### config.mk
export PLATFORM = sky130hd
export DESIGN_NAME = udma_uart_rx_buf
export DESIGN_NICKNAME = d
export VERILOG_FILES = /design/src/rtl/udma_uart_rx_buf.sv
export SDC_FILE = /design/constraint.sdc
export NUM_CORES = 1
export LEC_CHECK = 0
export BUFFER_PORTS_ARGS = -buffer_cell sky130_fd_sc_hd__buf_4
export CAP_MARGIN = 20
export CORE_UTILIZATION = 51
export DETAILED_ROUTE_END_ITERATION = 7
export GPL_TIMING_DRIVEN = 0
export PLACE_DENSITY = 0.69
export SETUP_SLACK_MARGIN = 0.4
export SLEW_MARGIN = 30
export SYNTH_ARGS = -nofsm -noshare
export SYNTH_HDL_FRONTEND = slang
export SYNTH_SLANG_ARGS = --single-unit
### constraint.sdc
create_clock -name clk_i -period 10.01 [get_ports clk_i]
set_clock_uncertainty 0.2 [all_clocks]
set_input_delay 2.5025 -clock clk_i [delete_from_list [all_inputs] [get_ports clk_i]]
set_output_delay 2.5025 -clock clk_i [all_outputs]
set_load 0.1 [all_outputs]
### src/rtl/udma_uart_rx_buf.sv
// UART receive engine: 3-sample majority voting, parity/frame/break detection,
// RX FIFO with character, watermark and idle-timeout events.
module udma_uart_rx_buf #(
  parameter int DIV_WIDTH  = 16,
  parameter int FIFO_DEPTH = 8,
  parameter int LVL_W      = $clog2(FIFO_DEPTH) + 1
) (
  input  logic                 clk_i,
  input  logic                 rstn_i,
  input  logic                 rx_i,
  input  logic                 cfg_en_i,
  input  logic [DIV_WIDTH-1:0] cfg_div_i,
  input  logic [1:0]           cfg_bits_i,
  input  logic                 cfg_parity_en_i,
  input  logic                 cfg_parity_odd_i,
  input  logic                 cfg_stop_bits_i,
  input  logic                 cfg_clr_i,
  input  logic [LVL_W-1:0]     cfg_watermark_i,
  input  logic [7:0]           cfg_timeout_i,
  output logic [7:0]           data_o,
  output logic                 valid_o,
  input  logic                 ready_i,
  output logic [LVL_W-1:0]     fifo_level_o,
  output logic                 busy_o,
  output logic                 char_event_o,
  output logic                 watermark_event_o,
  output logic                 timeout_event_o,
  output logic                 err_parity_o,
  output logic                 err_frame_o,
  output logic                 err_break_o,
  output logic                 err_overflow_o
);
  localparam int PTR_W = LVL_W - 1;
  localparam logic [DIV_WIDTH:0]   ONE_X   = 1;
  localparam logic [DIV_WIDTH-1:0] CNT_ONE = 1;
  localparam logic [LVL_W-1:0]     LVL_ONE = 1;
  localparam logic [LVL_W-1:0]     DEPTH_L = FIFO_DEPTH;
  localparam logic [PTR_W-1:0]     PTR_ONE = 1;

  typedef enum logic [2:0] {
    S_IDLE, S_START, S_DATA, S_PARITY, S_STOP1, S_STOP2, S_BREAK
  } state_e;

  logic                 sync1_q, rxs_q, rxs_prev_q;
  state_e               state_q, state_d;
  logic [DIV_WIDTH-1:0] cnt_q, cnt_d, div_q, div_d;
  logic [1:0]           bits_q, bits_d;
  logic                 par_en_q, par_en_d, par_odd_q, par_odd_d, stop2_q, stop2_d;
  logic [2:0]           bit_idx_q, bit_idx_d;
  logic                 par_err_q, par_err_d, frm_err_q, frm_err_d;
  logic                 push_q, push_d, brk_q, brk_d;
  logic                 s0_q, s1_q;
  logic [7:0]           shreg_q, shreg_d, push_data_q;
  logic                 push_perr_q, push_ferr_q;

  logic [7:0]           mem_q [FIFO_DEPTH];
  logic [PTR_W-1:0]     wptr_q, wptr_d, rptr_q, rptr_d;
  logic [LVL_W-1:0]     level_q, level_d;
  logic                 wm_ev_q, wm_ev_d;
  logic [DIV_WIDTH-1:0] tdiv_q, tdiv_d;
  logic [7:0]           tcnt_q, tcnt_d;
  logic                 armed_q, armed_d, to_ev_q, to_ev_d;

  logic [DIV_WIDTH:0]   half, cnt_x;
  logic                 at_a, at_b, at_c, wrap, maj, fall, is_brk, exp_par;
  logic [2:0]           last_idx;
  logic                 pop, full, accept, run, tick, kick;

  assign half     = ({1'b0, div_q} + ONE_X) >> 1;
  assign cnt_x    = {1'b0, cnt_q};
  assign at_a     = (cnt_x == half - ONE_X);
  assign at_b     = (cnt_x == half);
  assign at_c     = (cnt_x == half + ONE_X);
  assign wrap     = (cnt_q == div_q);
  assign maj      = (s0_q & s1_q) | (s0_q & rxs_q) | (s1_q & rxs_q);
  assign fall     = rxs_prev_q & ~rxs_q;
  assign last_idx = {1'b0, bits_q} + 3'd4;
  assign exp_par  = (^shreg_q) ^ par_odd_q;
  assign is_brk   = ~maj & (shreg_q == 8'h00) & ~par_err_q;

  always_comb begin
    state_d   = state_q;
    cnt_d     = wrap ? '0 : cnt_q + CNT_ONE;
    div_d     = div_q;
    bits_d    = bits_q;
    par_en_d  = par_en_q;
    par_odd_d = par_odd_q;
    stop2_d   = stop2_q;
    bit_idx_d = bit_idx_q;
    par_err_d = par_err_q;
    frm_err_d = frm_err_q;
    shreg_d   = shreg_q;
    push_d    = 1'b0;
    brk_d     = 1'b0;
    unique case (state_q)
      S_IDLE: begin
        cnt_d = '0;
        if (fall && cfg_en_i) begin
          // The edge-detect cycle itself is count 0 of the start bit.
          state_d   = S_START;
          cnt_d     = CNT_ONE;
          div_d     = cfg_div_i;
          bits_d    = cfg_bits_i;
          par_en_d  = cfg_parity_en_i;
          par_odd_d = cfg_parity_odd_i;
          stop2_d   = cfg_stop_bits_i;
          bit_idx_d = '0;
          par_err_d = 1'b0;
          frm_err_d = 1'b0;
          shreg_d   = '0;
        end
      end
      S_START: begin
        if (at_c && maj) state_d = S_IDLE;
        else if (wrap)   state_d = S_DATA;
      end
      S_DATA: begin
        if (at_c) shreg_d[bit_idx_q] = maj;
        if (wrap) begin
          if (bit_idx_q == last_idx) state_d = par_en_q ? S_PARITY : S_STOP1;
          else                       bit_idx_d = bit_idx_q + 3'd1;
        end
      end
      S_PARITY: begin
        if (at_c) par_err_d = maj ^ exp_par;
        if (wrap) state_d = S_STOP1;
      end
      S_STOP1: begin
        if (at_c && is_brk) begin
          brk_d   = 1'b1;
          state_d = S_BREAK;
        end else begin
          if (at_c) frm_err_d = frm_err_q | ~maj;
          if (at_c && !stop2_q) begin
            push_d  = 1'b1;
            state_d = S_IDLE;
          end else if (wrap && stop2_q) begin
            state_d = S_STOP2;
          end
        end
      end
      S_STOP2: begin
        if (at_c) begin
          frm_err_d = frm_err_q | ~maj;
          push_d    = 1'b1;
          state_d   = S_IDLE;
        end
      end
      S_BREAK: begin
        cnt_d = '0;
        if (rxs_q) state_d = S_IDLE;
      end
      default: state_d = S_IDLE;
    endcase
    if (!cfg_en_i) begin
      state_d = S_IDLE;
      push_d  = 1'b0;
      brk_d   = 1'b0;
    end
  end

  // FIFO: clear wins over push/pop; a full FIFO still accepts when popped this cycle.
  assign pop    = valid_o & ready_i;
  assign full   = (level_q == DEPTH_L);
  assign accept = push_q & (~full | pop) & ~cfg_clr_i;

  always_comb begin
    wptr_d  = wptr_q;
    rptr_d  = rptr_q;
    level_d = level_q;
    if (cfg_clr_i) begin
      wptr_d  = '0;
      rptr_d  = '0;
      level_d = '0;
    end else begin
      if (accept) wptr_d = wptr_q + PTR_ONE;
      if (pop)    rptr_d = rptr_q + PTR_ONE;
      if (accept && !pop)      level_d = level_q + LVL_ONE;
      else if (!accept && pop) level_d = level_q - LVL_ONE;
    end
    wm_ev_d = (cfg_watermark_i != '0) && (level_q < cfg_watermark_i) &&
              (level_d >= cfg_watermark_i);
  end

  assign run  = (state_q == S_IDLE) && valid_o && (cfg_timeout_i != 8'd0) && armed_q;
  assign tick = (tdiv_q >= cfg_div_i);
  assign kick = accept | pop | cfg_clr_i;

  always_comb begin
    tdiv_d  = tdiv_q;
    tcnt_d  = tcnt_q;
    armed_d = armed_q;
    to_ev_d = 1'b0;
    if (kick) begin
      tdiv_d  = '0;
      tcnt_d  = '0;
      armed_d = 1'b1;
    end else if (run) begin
      if (tick) begin
        tdiv_d = '0;
        if (tcnt_q + 8'd1 == cfg_timeout_i) begin
          to_ev_d = 1'b1;
          armed_d = 1'b0;
          tcnt_d  = '0;
        end else begin
          tcnt_d = tcnt_q + 8'd1;
        end
      end else begin
        tdiv_d = tdiv_q + CNT_ONE;
      end
    end
  end

  always_ff @(posedge clk_i or negedge rstn_i) begin
    if (!rstn_i) begin
      sync1_q    <= 1'b1;
      rxs_q      <= 1'b1;
      rxs_prev_q <= 1'b1;
      state_q    <= S_IDLE;
      cnt_q      <= '0;
      div_q      <= '0;
      bits_q     <= '0;
      par_en_q   <= 1'b0;
      par_odd_q  <= 1'b0;
      stop2_q    <= 1'b0;
      bit_idx_q  <= '0;
      par_err_q  <= 1'b0;
      frm_err_q  <= 1'b0;
      push_q     <= 1'b0;
      brk_q      <= 1'b0;
      wptr_q     <= '0;
      rptr_q     <= '0;
      level_q    <= '0;
      wm_ev_q    <= 1'b0;
      tdiv_q     <= '0;
      tcnt_q     <= '0;
      armed_q    <= 1'b0;
      to_ev_q    <= 1'b0;
    end else begin
      sync1_q    <= rx_i;
      rxs_q      <= sync1_q;
      rxs_prev_q <= rxs_q;
      state_q    <= state_d;
      cnt_q      <= cnt_d;
      div_q      <= div_d;
      bits_q     <= bits_d;
      par_en_q   <= par_en_d;
      par_odd_q  <= par_odd_d;
      stop2_q    <= stop2_d;
      bit_idx_q  <= bit_idx_d;
      par_err_q  <= par_err_d;
      frm_err_q  <= frm_err_d;
      push_q     <= push_d;
      brk_q      <= brk_d;
      wptr_q     <= wptr_d;
      rptr_q     <= rptr_d;
      level_q    <= level_d;
      wm_ev_q    <= wm_ev_d;
      tdiv_q     <= tdiv_d;
      tcnt_q     <= tcnt_d;
      armed_q    <= armed_d;
      to_ev_q    <= to_ev_d;
    end
  end

  // Datapath registers: only meaningful when qualified by the control flops above.
  always_ff @(posedge clk_i) begin
    if (at_a) s0_q <= rxs_q;
    if (at_b) s1_q <= rxs_q;
    shreg_q     <= shreg_d;
    push_data_q <= shreg_q;
    push_perr_q <= par_err_q;
    push_ferr_q <= frm_err_d;
    if (accept) mem_q[wptr_q] <= push_data_q;
  end

  assign valid_o           = (level_q != '0);
  assign data_o            = valid_o ? mem_q[rptr_q] : 8'h00;
  assign fifo_level_o      = level_q;
  assign busy_o            = (state_q != S_IDLE);
  assign char_event_o      = accept;
  assign err_overflow_o    = push_q & full & ~pop & ~cfg_clr_i;
  assign err_parity_o      = push_q & push_perr_q;
  assign err_frame_o       = push_q & push_ferr_q;
  assign err_break_o       = brk_q;
  assign watermark_event_o = wm_ev_q;
  assign timeout_event_o   = to_ev_q;

endmodule
==> run metrics, run 1 <==
commonest cells after routing, fill and taps aside=nor2_1, nand2_1, dfrtp_1; CTS Buf Count=17; CP Cell Sequence=buf_4, nand4bb_1, nor2b_1, buf_4; post-cts gate resize count=0; final hold vios=0; Chip Height=143 um; Worst Setup Slack, final=around 3800 ps; fin. max-slew vios=0; number of max-cap violations=0; vias per inst=about 5.5; Final Util=around three fifths; Avg Synthesized Cell Area=~10 um^2; post-synth top area share=22.1%; initial antenna violation count=0; vias post-DR=around 7500; Critical Path RT=around 7300 ps; fin crit share=a little over three fifths; min-delay src=sync1_q; largest net degree at the start of global routing=just under 90; status=completed; Rows=roughly 50; worst skew pair latency=440 ps; synth warn=0; DRC Markers=0; Hold Worst Slack=between 150 and 200 ps; number of global-route vias before repair=about 7100; reg2reg start=div_q[0]; CORE AREA=about 19000 um^2; top_reg_cell synth=dfrtp_1; Routed WL=around 22 mm; share of layout cells above drive strength 1=13.9%; CP Launch Type=input port; mux contribution to synthesized area=under 10%; clk slew on worst S/H paths=70 ps; post-synthesis compound-gate area fraction=under 10%; r2r worst-path depth=14; Achievable Freq=around 160 MHz; Clock Tree Root=clkbuf_16; CP most frequent cell=buf_4; Leakage=between 4 and 5 nW; area leader, netlist=edfxtp_1; Clock Path Buffers=2; chip width=143 um; Worst Path Class, Setup=in -> out; max_slew headroom=between 30 and 40%; Hold Path End=rxs_q; Area growth syn-to-layout=14.1%; final RePlAce weighted congestion=roughly 0.93; Setup Total Neg Slack=0 ps; Yosys reg bits=~170; Hold Buf Count CTS=0; Total GRT Usage=between 20% and 30%; number of synthesized flops with an enable pin=74; DRT Pass-1 Iters=5; CTS HTree Levels=4; crit path DAT=between 3000 and 4000 ps; Hold Crit Class=reg -> reg; Register-to-Register Setup Slack=around 5600 ps; post-synthesis net count=around 1100; CP max stage cell=buf_4; post-synthesis adder-cell area fraction=5.07%; Pwr Density=about 240 nW/um^2; WL/cell=16.0 um; top cells by area, synth=edfxtp_1, dfrtp_1, xor2_1, xnor2_1, ha_1; Async SR Flop Fraction=50.9%; CP Capture Type=output pin; # IOs=60; ant diodes=0; setup bufs post-CTS=0; dpl cells=1324; Port Buffers=59; nets=around 1200; initial core utilization=a little over 50%; CP Max Fanout=5; DIE AREA=20300 um^2; largest family of logic cells by synthesized area=simple AND/OR/NAND/NOR gates; register area share after synthesis=between 40% and 50%; remaining antenna violation count=0; peak per-stage delay on the critical path=around 360 ps; minimum clock period=between 6000 and 7000 ps; count of cell types in the netlist=a little under 80; Setup crit start=ready_i; TritonCTS clock tree=done; global-route wire length before repair=around 36 mm; final non-filler cell total=about 1400; total grt overflow=0; hold path depth=0; worst-margin pin slew=892 ps; initial DRC count=around 450; CTS sink count=about 170; commonest non-fill, non-tap cell in the layout=nor2_1; Placement Setup Slack=approximately 3800 ps; Max IR drop VDD=around 180 uV; Post-Synth Simple-Gate Area=19.4%; worst reg2reg path endpoint=state_q[1]; Netlist Area Pre-Place=10100 um^2; Post-Synth XOR/XNOR Area=between 10 and 15%; hpwl dp=about 16 mm; Cells after Synth=1000; RSZ-0062 raised after global routing=false; final setup vio count=0
-- final cells by class --
cell class / instances / area [um^2]
fillers: 1693 / 7910
multi-input cells: 728 / 5080
flip-flops and latches: 171 / 4600
repair buffers: 59 / 447
clock buffers: 17 / 425
well taps: 265 / 332
plain buffers: 50 / 216
clock inverters: 15 / 193
inverters: 51 / 191
-- power by group --
part,internal [mW],switching [mW]
sequential,0.809,0.0739
combinational,0.416,0.785
clock,0.346,0.329
total,1.57,1.19
-- how the worst max path moves through the flow --
stage                         endpoint  slack, ps  depth (start not counted)
after floorplan           char_event_o       3160                          2
after global placement    char_event_o       3780                          4
after detailed placement  char_event_o       3800                          4
after CTS                 char_event_o       3790                          4
after global routing      char_event_o       3640                          4
final                     char_event_o       3760                          4
-- stage by stage --
step	cell area (um^2)	power, mW
4_1_cts	11500	2.77
2_1_floorplan	10100	1.82
5_1_grt	11500	2.93
3_3_place_gp	10800	2.07
3_5_place_dp	10900	2.09
6_report	11500	2.76
-- logic make-up after synthesis --
logic type / Yosys count
AND/OR/NAND/NOR: 387
flip-flops: 171
AO/OA/AOI/OAI: 142
XOR/XNOR: 125
buffers and inverters: 101
adder cells (fa/ha/maj): 41
multiplexers: 33
-- cells in the mapped netlist, drive strengths merged, types with 16 or more instances --
cell      n
nor2    105
nand2    93
dfrtp    84
edfxtp   74
xnor2    62
xor2     61
inv      50
nand3    46
o21ai    45
ha       40
a21oi    35
clkbuf   31
nor3     29
nand4    24
buf      19
mux4     16
-- routing by layer --
metal	global-route usage, %	up-vias	wire (um)
met1	32.5	3555	10600
met4	5.89	0	303
met3	4.14	27	927
met2	35.2	173	9870
li1	-	3700	-
met5	0	-	0
-- registers in the layout, indices dropped and copies added, names as in the netlist, 2 cells and up --
name,flops
cnt_q,16
tcnt_q,8
bits_q,2
wptr_q,3
rptr_q,3
push_data_q,8
tdiv_q,16
mem_q,64
state_q,3
bit_idx_q,3
div_q,16
fifo_level_o,4
shreg_q,8
-- worst max-delay path: cells and delay by family --
kind | cells | cell delay [ps]
buffers and inverters | 2 | 460
AND/OR/NAND/NOR | 2 | 590
Note: power is estimated with default switching activity, not from simulation.
==> inputs of run 2 (changes only) <==
- PLACE_DENSITY: 0.69 -> 0.71
- clock period: 10.01 -> 5.16 ns (I/O delays scaled with it)
==> run metrics, run 2 (same netlist as run 1, synthesis figures left out) <==
Placement Setup Slack=309 ps; DRC Markers=0; final RePlAce weighted congestion=0.909; setup bufs post-CTS=0; initial core utilization=51.9%; final hold vios=0; remaining antenna violation count=0; max reg flops=64; fillers=around 1700; hpwl dp=approximately 16 mm; ant diodes=0; Register-to-Register Setup Slack=approximately 750 ps; share of layout cells above drive strength 1=14.1%; Overall Power=roughly 5.4 mW; minimum clock period=4470 ps; Pint=3.05 mW; initial DRC count=541; Comb pwr share=a little over two fifths; final setup vio count=0; Routed WL=approximately 22 mm; # IOs=60; number of global-route vias before repair=between 7000 and 8000; CP Capture Type=register; worst skew pair latency=440 ps; Most flops, register=mem_q; Total GRT Usage=23.6%; sequential standard cell area=about 4600 um^2; Critical Path RT=5320 ps; Clock Tree Root=clkbuf_16; CP Max Fanout=10; clk slew on worst S/H paths=around 80 ps; Setup crit start=cfg_div_i[0]; vias post-DR=7535; Clk pwr share=roughly 25%; fin crit share=about 87%; WL/cell=about 16 um; Leakage=4.77 nW; CP Launch Type=input port; Hold Crit Class=reg -> reg; Area growth syn-to-layout=14.1%; number of max-cap violations=0; total grt overflow=0; Setup Total Neg Slack=0 ps; initial antenna violation count=0; worst-margin pin slew=about 910 ps; max_slew headroom=37.9%; r2r worst-path depth=13; TritonCTS clock tree=done; DRT Pass-1 Iters=5; CTS Buf Count=17; largest net degree at the start of global routing=about 90; Achievable Freq=roughly 220 MHz; status=completed; final non-filler cell total=approximately 1400; Multi-input gate area=between 5000 and 6000 um^2; crit path DAT=approximately 4600 ps; commonest non-fill, non-tap cell in the layout=nor2_1; Worst Setup Slack, final=around 700 ps; fin. max-slew vios=0; Clock Path Buffers=2; chip width=around 140 um; Rows=between 50 and 60; net switching power=about 2.3 mW; global-route wire length before repair=~37 mm; switching share of power=between 40% and 50%; Worst Path Class, Setup=in -> reg; Critical Path Sink=tdiv_q[15]; Chip Height=143 um; commonest cells after routing, fill and taps aside=nor2_1, nand2_1, dfrtp_1; CORE AREA=around 19000 um^2; dpl cells=roughly 1300; RSZ-0062 raised after global routing=false; DIE AREA=roughly 20000 um^2; vias per inst=5.56; sequential share of power=between 30% and 40%; worst reg2reg path endpoint=state_q[2]; nets=1157; Final Util=between 50% and 60%; CTS HTree Levels=4; reg2reg start=div_q[1]; CTS sink count=171; Port Buffers=59; Pwr Density=around 470 nW/um^2; Max IR drop VDD=367 uV
-- run 2: cell count changes in the layout (fill, tap and decap cells not counted) --
cell	delta
buf_1	-1
clkbuf_2	+1
clkinv_4	+2
inv_12	+2
inv_16	-1
inv_6	-3
nor2b_1	-1
nor2b_2	+1
-- run 2: worst max-delay path, cell delays in order --
cell       delay [ps]
buf_4             120
ha_1              270
nand2b_1          140
a21o_1            180
a21o_1            170
a21oi_1           140
o21ai_1           100
a21oi_1           140
o21ai_0           120
a2111oi_0         840
nor3_1            330
nand2b_1          310
clkbuf_1          290
nor2_1            190
-- run 2: layout make-up --
type	instances	share of cell area [%]
multi-input combinational	728	44.2
sequential	171	40.0
timing repair buffer	59	3.89
clock buffer	17	3.70
tap	265	2.88
buffer	50	1.89
clock inverter	15	1.71
inverter	51	1.67
-- run 2: routing by layer --
layer	global-route usage, %	up-vias	routed length [um]	part of all wire (%)
met2	38.5	187	10600	47
li1	-	3698	-	-
met1	32.4	3620	10500	47
met5	0	-	0	0
met3	4.07	30	980	4.4
met4	6.73	0	336	1.5
-- run 2: what timing repair did --
action | 4_1_cts | 5_1_grt
hold buffers | 0 | 0
resized for setup | 0 | 2
setup endpoints to repair | 0 | 8
-- run 2: per-stage QoR --
| stage | hold WS [ps] | instance area, um^2 |
|---|---|---|
| 2_1_floorplan | 145 | 10100 |
| 3_3_place_gp | 153 | 10900 |
| 3_5_place_dp | 153 | 10900 |
| 4_1_cts | 157 | 11500 |
| 5_1_grt | 160 | 11500 |
| 6_report | 154 | 11500 |
-- run 2: worst min path at each step --
stage | slack (ps) | startpoint | end | cells after the start
2_1_floorplan | 150 | sync1_q | rxs_q | 0
3_3_place_gp | 150 | shreg_q[4] | push_data_q[4] | 0
3_5_place_dp | 150 | sync1_q | rxs_q | 0
4_1_cts | 160 | sync1_q | rxs_q | 0
5_1_grt | 160 | sync1_q | rxs_q | 0
6_report | 150 | sync1_q | rxs_q | 0
-- run 2: power groups by stage --
stage	clock [mW]	combinational (mW)	sequential (mW)
after global placement	0	2.27	1.73
after global routing	1.40	2.58	1.73
final	1.32	2.34	1.71
after detailed placement	0	2.32	1.74
after floorplan	0	1.76	1.78
after CTS	1.35	2.34	1.71
==> inputs of run 3 (changes only) <==
- CORE_MARGIN: not set -> 2
- PLACE_DENSITY: 0.71 -> 0.69
==> run metrics, run 3 (same netlist as run 1, synthesis figures left out) <==
chip width=between 100 and 150 um; Chip Height=between 100 and 150 um; dpl cells=about 1300; max reg flops=64; minimum clock period=~4400 ps; Routed WL=21.9 mm; Hold Worst Slack=approximately 160 ps; Finished Cell Area=about 12000 um^2; CP Cell Sequence=ha_1, buf_2, xor2_1, ha_1, nand3_1, nor3_4, xor2_1, mux2i_1, o21ai_0, nor4bb_1, buf_2, a2bb2oi_4, nand2_1, o32a_1; Port Buffers=59; Final Util=59.3%; fin. max-slew vios=0; clk slew on worst S/H paths=80 ps; Clock Path Buffers=2; commonest non-fill, non-tap cell in the layout=nor2_1; CTS HTree Levels=4; Placement Setup Slack=approximately 380 ps; global-route wire length before repair=around 37 mm; peak per-stage delay on the critical path=between 500 and 600 ps; final RePlAce weighted congestion=roughly 0.96; CTS Buf Count=17; initial core utilization=roughly 52%; Area growth syn-to-layout=14.2%; # IOs=60; initial antenna violation count=0; DRC Markers=0; DP Area=between 10000 and 15000 um^2; CP max stage cell=dfrtp_1; CORE AREA=around 19000 um^2; Most flops, register=mem_q; Critical Path RT=around 5300 ps; fin crit share=around 85%; vias per inst=between 5 and 6; Achievable Freq=229 MHz; status=completed; RSZ-0062 raised after global routing=false; commonest cells after routing, fill and taps aside=nor2_1, nand2_1, dfrtp_1; WL/cell=between 15 and 20 um; Hold Crit Class=reg -> reg; top sig layer=met4; Worst Setup Slack, final=784 ps; Clock Tree Root=clkbuf_16; DR WL met2=roughly 10 mm; setup bufs post-CTS=0; crit path DAT=4500 ps; initial DRC count=around 530; CTS sink count=171; number of global-route vias before repair=7186; Pwr Density=467 nW/um^2; ant diodes=0; CP Launch Type=register; TritonCTS clock tree=done; DIE AREA=20900 um^2; max_slew headroom=about 38%; Leakage=~4.8 nW; final setup vio count=0; total grt overflow=0; Setup Total Neg Slack=0 ps; number of max-cap violations=0; DRT Pass-1 Iters=5; CP Capture Type=register; Total GRT Usage=between 20% and 30%; Rows=just over 50; nets=between 1000 and 1500; largest net degree at the start of global routing=88; hpwl dp=~16 mm; Overall Power=5.38 mW; worst skew pair latency=around 440 ps; met3 wire length=approximately 910 um; final hold vios=0; final non-filler cell total=~1400; CP Max Fanout=8; share of layout cells above drive strength 1=between 10 and 15%; Max IR drop VDD=about 400 uV; met1 WL=between 10 and 15 mm; Worst Path Class, Setup=reg -> reg; remaining antenna violation count=0; worst-margin pin slew=~930 ps; vias post-DR=around 7500
run 3: cell count changes in the layout (fill, tap and decap cells not counted):
cell       change
clkinv_8       +1
inv_12         -2
a2111oi_0      -1
inv_6          +1
inv_16         +1
clkinv_4       -1
a2111oi_1      +1
run 3: repair_timing:
item	4_1_cts	5_1_grt
hold buffers	0	0
setup endpoints to repair	0	10
resized for setup	0	3
run 3: worst paths after layout:
check | from | to | slack (ps) | cells past startpoint
worst max-delay path | div_q[1] | state_q[1] | 780 | 14
min in group asynchronous | rstn_i | tdiv_q[6] | 700 | 1
worst min register to register | sync1_q | rxs_q | 160 | 0
max in group asynchronous | rstn_i | cnt_q[6] | 3480 | 1
worst min-delay path | sync1_q | rxs_q | 160 | 0
worst max register to register | div_q[1] | state_q[1] | 780 | 14
run 3: where the power goes:
part | internal (mW) | switching [mW]
clock | 0.674 | 0.661
combinational | 0.808 | 1.52
sequential | 1.57 | 0.139
total | 3.05 | 2.33
run 3: layer usage:
| metal | global-route usage (%) | vias up |
|---|---|---|
| li1 | - | 3701 |
| met5 | 0 | - |
| met2 | 35.7 | 188 |
| met4 | 5.52 | 0 |
| met3 | 4.30 | 27 |
| met1 | 32.3 | 3614 |
run 3: worst max-delay path: cells and delay by family, from the launching register on:
family	cells	cell delay [ps]
multiplexers	1	100
AND/OR/NAND/NOR	4	1030
buffers and inverters	2	470
flip-flops	1	560
AO/OA/AOI/OAI	3	770
adder cells (fa/ha/maj)	2	490
XOR/XNOR	2	640
run 3: final cells by class:
cell class / instances / area, um^2
clock buffers: 17 / 425
well taps: 265 / 332
inverters: 51 / 191
clock inverters: 15 / 200
multi-input cells: 728 / 5090
repair buffers: 59 / 447
flip-flops and latches: 171 / 4600
plain buffers: 50 / 218
fillers: 1694 / 7900
